`src/rtl/ram_pkg.sv`:
```
// rtl/ram_pkg.sv - shared state encoding and default geometry for ram_n
package ram_pkg;

    typedef enum logic {
        RAM_CLEAR = 1'b0,
        RAM_READY = 1'b1
    } ram_state_e;

    localparam int RAM_WIDTH_DEF = 16;
    localparam int RAM_DEPTH_DEF = 8;

endpackage

```
`src/rtl/ram_clear_fsm.sv`:
```
// rtl/ram_clear_fsm.sv - post-reset zero-fill sequencer: state, clear pointer, busy
module ram_clear_fsm
    import ram_pkg::*;
#(
    parameter int DEPTH  = RAM_DEPTH_DEF,
    parameter int ADDR_W = $clog2(DEPTH)
) (
    input  logic              clk,
    input  logic              rst,
    output logic              busy,
    output logic              clr_we,
    output logic [ADDR_W-1:0] clr_addr
);

    ram_state_e        state, state_next;
    logic [ADDR_W-1:0] ptr, ptr_next;

    always_ff @(posedge clk) begin
        if (rst) begin
            state <= RAM_CLEAR;
            ptr   <= '0;
        end else begin
            state <= state_next;
            ptr   <= ptr_next;
        end
    end

    always_comb begin
        state_next = state;
        ptr_next   = ptr;
        clr_we     = 1'b0;
        // rst is folded in so requests are locked out on the reset edge itself
        busy       = rst || (state == RAM_CLEAR);
        case (state)
            RAM_CLEAR: begin
                clr_we   = !rst;
                ptr_next = ptr + 1'b1;
                if (ptr == ADDR_W'(DEPTH - 1)) begin
                    state_next = RAM_READY;
                    ptr_next   = '0;
                end
            end
            RAM_READY: begin
                state_next = RAM_READY;
            end
            default: begin
                state_next = RAM_CLEAR;
                ptr_next   = '0;
            end
        endcase
    end

    assign clr_addr = ptr;

endmodule

```
`src/rtl/ram_n.sv`:
```
// rtl/ram_n.sv - single-port RAM with registered read strobe; RAM_BYPASS_EN selects write-through on collision
module ram_n
    import ram_pkg::*;
#(
    parameter int WIDTH = RAM_WIDTH_DEF,
    parameter int DEPTH = RAM_DEPTH_DEF,
    localparam int ADDR_W = $clog2(DEPTH)
) (
    input  logic              clk,
    input  logic              rst,
    input  logic [WIDTH-1:0]  in,
    input  logic [ADDR_W-1:0] sel,
    input  logic              load,
    input  logic              rd_en,
    output logic [WIDTH-1:0]  out,
    output logic              out_valid,
    output logic              busy
);

    logic [WIDTH-1:0]  mem [DEPTH];
    logic              clr_we;
    logic [ADDR_W-1:0] clr_addr;
    logic              sel_ok;
    logic [WIDTH-1:0]  rd_word;

    ram_clear_fsm #(
        .DEPTH  (DEPTH),
        .ADDR_W (ADDR_W)
    ) u_clear (
        .clk      (clk),
        .rst      (rst),
        .busy     (busy),
        .clr_we   (clr_we),
        .clr_addr (clr_addr)
    );

    // Only non-power-of-two depths can address past the array
    assign sel_ok = (32'(sel) < DEPTH);

    always_comb begin
        rd_word = '0;
        if (sel_ok) begin
`ifdef RAM_BYPASS_EN
            rd_word = load ? in : mem[sel];
`else
            rd_word = mem[sel];
`endif
        end
    end

    always_ff @(posedge clk) begin
        if (clr_we) begin
            mem[clr_addr] <= '0;
        end else if (!busy && load && sel_ok) begin
            mem[sel] <= in;
        end
    end

    always_ff @(posedge clk) begin
        if (rst) begin
            out       <= '0;
            out_valid <= 1'b0;
        end else begin
            out_valid <= 1'b0;
            if (!busy && rd_en) begin
                out       <= rd_word;
                out_valid <= 1'b1;
            end
        end
    end

endmodule

```
`config.mk`:
```
export PLATFORM = sky130hd
export DESIGN_NAME = ram_n
export DESIGN_NICKNAME = d
export VERILOG_FILES = /design/src/rtl/ram_pkg.sv /design/src/rtl/ram_clear_fsm.sv /design/src/rtl/ram_n.sv
export SDC_FILE = /design/constraint.sdc
export NUM_CORES = 1
export LEC_CHECK = 0
export BUFFER_PORTS_ARGS = -buffer_cell sky130_fd_sc_hd__buf_2
export CORE_MARGIN = 2
export CORE_UTILIZATION = 31
export DETAILED_ROUTE_END_ITERATION = 12
export GPL_ROUTABILITY_DRIVEN = 0
export MAX_ROUTING_LAYER = met4
export PLACE_DENSITY = 0.54
export RECOVER_POWER = 50
export SETUP_SLACK_MARGIN = 0.05
export SLEW_MARGIN = 20
export SYNTH_ARGS = -nofsm -noshare
export SYNTH_HDL_FRONTEND = slang
export SYNTH_SLANG_ARGS = --single-unit
```
`constraint.sdc`:
```
create_clock -name clk -period 4.5 [get_ports clk]
set_clock_uncertainty 0.1 [all_clocks]
set_input_delay 0.9 -clock clk [delete_from_list [all_inputs] [get_ports clk]]
set_output_delay 0.9 -clock clk [all_outputs]
set_load 0.02 [all_outputs]
```
==> results.tsv <==
stage	metric	value	unit
outcome	status	completed	
power	p_leak	2.25	nW
job	drv_cap	0	
synthesis	synth_cell_types	29	
power	total_power	3.11	mW
worst_setup_path	cp_max_fo	14	
timing	finalSetupViolations	0	
worst_setup_path	cp_slowest_cell	clkbuf_1	
clocking	cts_buffers	17	
clocking	clockRootBuffer	clkbuf_16	
hold_path	hp-class	reg2reg	
clocking	htreeDepth	4	
synthesis	ys_seq_elements	149	
global_route	grt_max_degree	40	
finish	antenna_cells	0	
clocking	numClockSinks	149	
finish	drive_gt1_share	24.8	%
synthesis	yosysWarnings	0	
hold_path	min_from	out[7]	
global_route	grt_pass1_vias	3196	
floorplan	design.core.area	18700	sq um
global_route	grt_pass1_wl	19200	microns
timing	slew_headroom	16.8	%
routing	post_drt_wl_per_cell	19.4	microns
finish	syn_to_final_growth	17.7	%
worst_setup_path	cp_cell_sequence	buf_2 -> and3b_1 -> clkbuf_1 -> mux2i_1 -> nor2_1 -> buf_4	
synthesis	syn_area_per_cell	16.6	sq um
timing	tightest_slew	1240	ps
synthesis	syn_area	5910	sq um
clocking	ctsHoldBuffers	0	
worst_setup_path	crit_arrival	2890	ps
worst_setup_path	crit_path_end	mem[1][1]	
routing	routed_wirelength	12700	microns
clocking	cts_tree	built	
synthesis	yosysSeqAreaShare	72.2	%
worst_setup_path	r2r-end	mem[1][1]	
timing	final.setup.tns	0	ps
placement	hpwlAfterDp	7640	microns
worst_setup_path	critPathLaunch	rst	
worst_setup_path	path_class	in2reg	
floorplan	fp.dieW	142	microns
placement	dpl_cell_area	6380	sq um
clocking	insertion_delay	410	ps
worst_setup_path	path_buf_inv	3	
floorplan	rows	50	
routing	firstDrtPassIters	4	
power	power.density	448	nW/um^2
timing	grt_setup_unrepaired	no	
clocking	cts_setup_buffers	0	
finish	fin_area	6950	sq um
timing	report.final.slew_viol_count	0	
global_route	overflow	0	
timing	fin_crit	2880	ps
worst_setup_path	worstReg2RegStart	u_clear.state	
worst_setup_path	worst-path-stages	6	
global_route	grt_antenna_before_repair	0	
global_route	track_usage	13.6	%
clocking	cts.clk_slew.worst_paths	50	ps
worst_setup_path	max_stage_delay	730	ps
worst_setup_path	regToRegSetupSlack	1640	ps
worst_setup_path	startpoint_type	primary input	
finish	nets	435	
floorplan	initial_core_util	31.6	%
synthesis	syn_nets	381	
floorplan	die-area	20200	sq um
worst_setup_path	end_kind	flop	
routing	ant_nets	0	
timing	fmax	347	MHz
timing	finalHoldViolCount	0	
routing	drt_iter0_markers	260	
placement	io_buffers	40	
routing	vias	3202	
worst_setup_path	reg2reg_depth	5	
clocking	cts_buffer_depth	2	
floorplan	die_h	142	microns
routing	vias_per_cell	4.87	
routing	drc_errors	0	
worst_setup_path	cp_top_family	buffers and inverters	
timing	period_share	64.0	%
floorplan	io_pins	41	
synthesis	synthCells	356	
worst_setup_path	required	4510	ps
clocking	cts_resized	0	
power	peakVddDrop	0.276	mV
==> registers in the layout (all words and copies together), names as in the netlist <==
| signal | flops |
|---|---|
| mem | 128 |
| out | 16 |
| out_valid | 1 |
| u_clear.clr_addr | 3 |
| u_clear.state | 1 |
==> cells by family (layout without fill, tap and decap cells) <==
logic type               Yosys count  after routing  synth area share [%]
AND/OR/NAND/NOR                   62             62                  5.25
flip-flops                       149            149                  72.2
AO/OA/AOI/OAI                     53             53                  6.55
buffers and inverters             21             88                  2.35
multiplexers                      69             69                  13.2
adder cells (fa/ha/maj)            2              2                 0.424
==> report_power, final <==
part           internal (mW)  leakage, nW  switching [mW]
registers               1.53         1.30          0.0117
clock network          0.916        0.293           0.512
logic                 0.0601        0.665          0.0884
total                   2.50         2.25           0.612
==> layout make-up <==
class | instances | area (sq um)
clock buffers | 19 | 433
clock inverters | 13 | 164
fillers | 1752 | 11800
inverters | 1 | 3.75
multi-input cells | 186 | 1510
flip-flops and latches | 149 | 4260
well taps | 234 | 293
repair buffers | 55 | 288
==> routing by layer <==
metal | global-route usage, % | part of all wire (%) | wire length [microns]
met5 | - | 0 | 0
met4 | 5.00 | 1.5 | 188
met3 | 3.20 | 4.2 | 531
met2 | 20.0 | 46 | 5820
met1 | 18.5 | 49 | 6180
==> synthesized netlist by cell type (all sizes together) <==
library cell / number / area (sq um)
nand3b: 1 / 11.3
dfxtp: 21 / 420
a21o: 1 / 7.51
and3b: 2 / 17.5
mux2: 67 / 762
a21oi: 2 / 13.8
mux2i: 2 / 20.0
nor2: 16 / 60.1
clkbuf: 3 / 11.3
buf: 17 / 124
and2: 16 / 100
o22ai: 32 / 200
nand2: 18 / 67.6
a22oi: 1 / 7.51
inv: 1 / 3.75
edfxtp: 128 / 3840
nand3: 1 / 5.00
nor3: 1 / 5.00
nand2b: 6 / 37.5
o31ai: 16 / 150
ha: 2 / 25.0
o21bai: 1 / 7.51
or2: 1 / 6.26
==> stage by stage <==
stage | cells | hold slack [ps] | setup WS [ps] | util [%]
final | 657 | 359 | 1620 | 37.2
after global routing | 657 | 405 | 1400 | 37.2
after CTS | 657 | 361 | 1900 | 37.3
after detailed placement | 625 | 347 | 1470 | 34.1
after global placement | 625 | 347 | 1460 | 34.1
after floorplan | 356 | 433 | 1570 | -
==> worst min path at each step <==
stage	endpoint	slack [ps]	cells after the start
after floorplan	out[9]	430	2
after global placement	out[5]	350	2
after detailed placement	out[8]	350	2
after CTS	out[8]	360	2
after global routing	out[1]	410	2
final	out[7]	360	2
==> cell usage in the layout, fill, tap and decap left out, drive strengths merged <==
cell / n
o22ai: 32
nand2b: 6
nand3b: 1
nor2: 16
clkinvlp: 1
o31ai: 16
o21bai: 1
nor3: 1
inv: 1
nand2: 18
clkinv: 8
a21oi: 2
ha: 2
a22oi: 1
bufinv: 4
a21o: 1
clkbuf: 37
mux2i: 2
nand3: 1
buf: 37
and3b: 2
mux2: 67
edfxtp: 128
and2: 16
dfxtp: 21
or2: 1
==> worst min-delay path, stage by stage, from the launching register on <==
cell and delay (ps):
dfxtp_1 320, nand2_1 60, o31ai_2 50
Note: power is estimated with default switching activity, not from simulation.
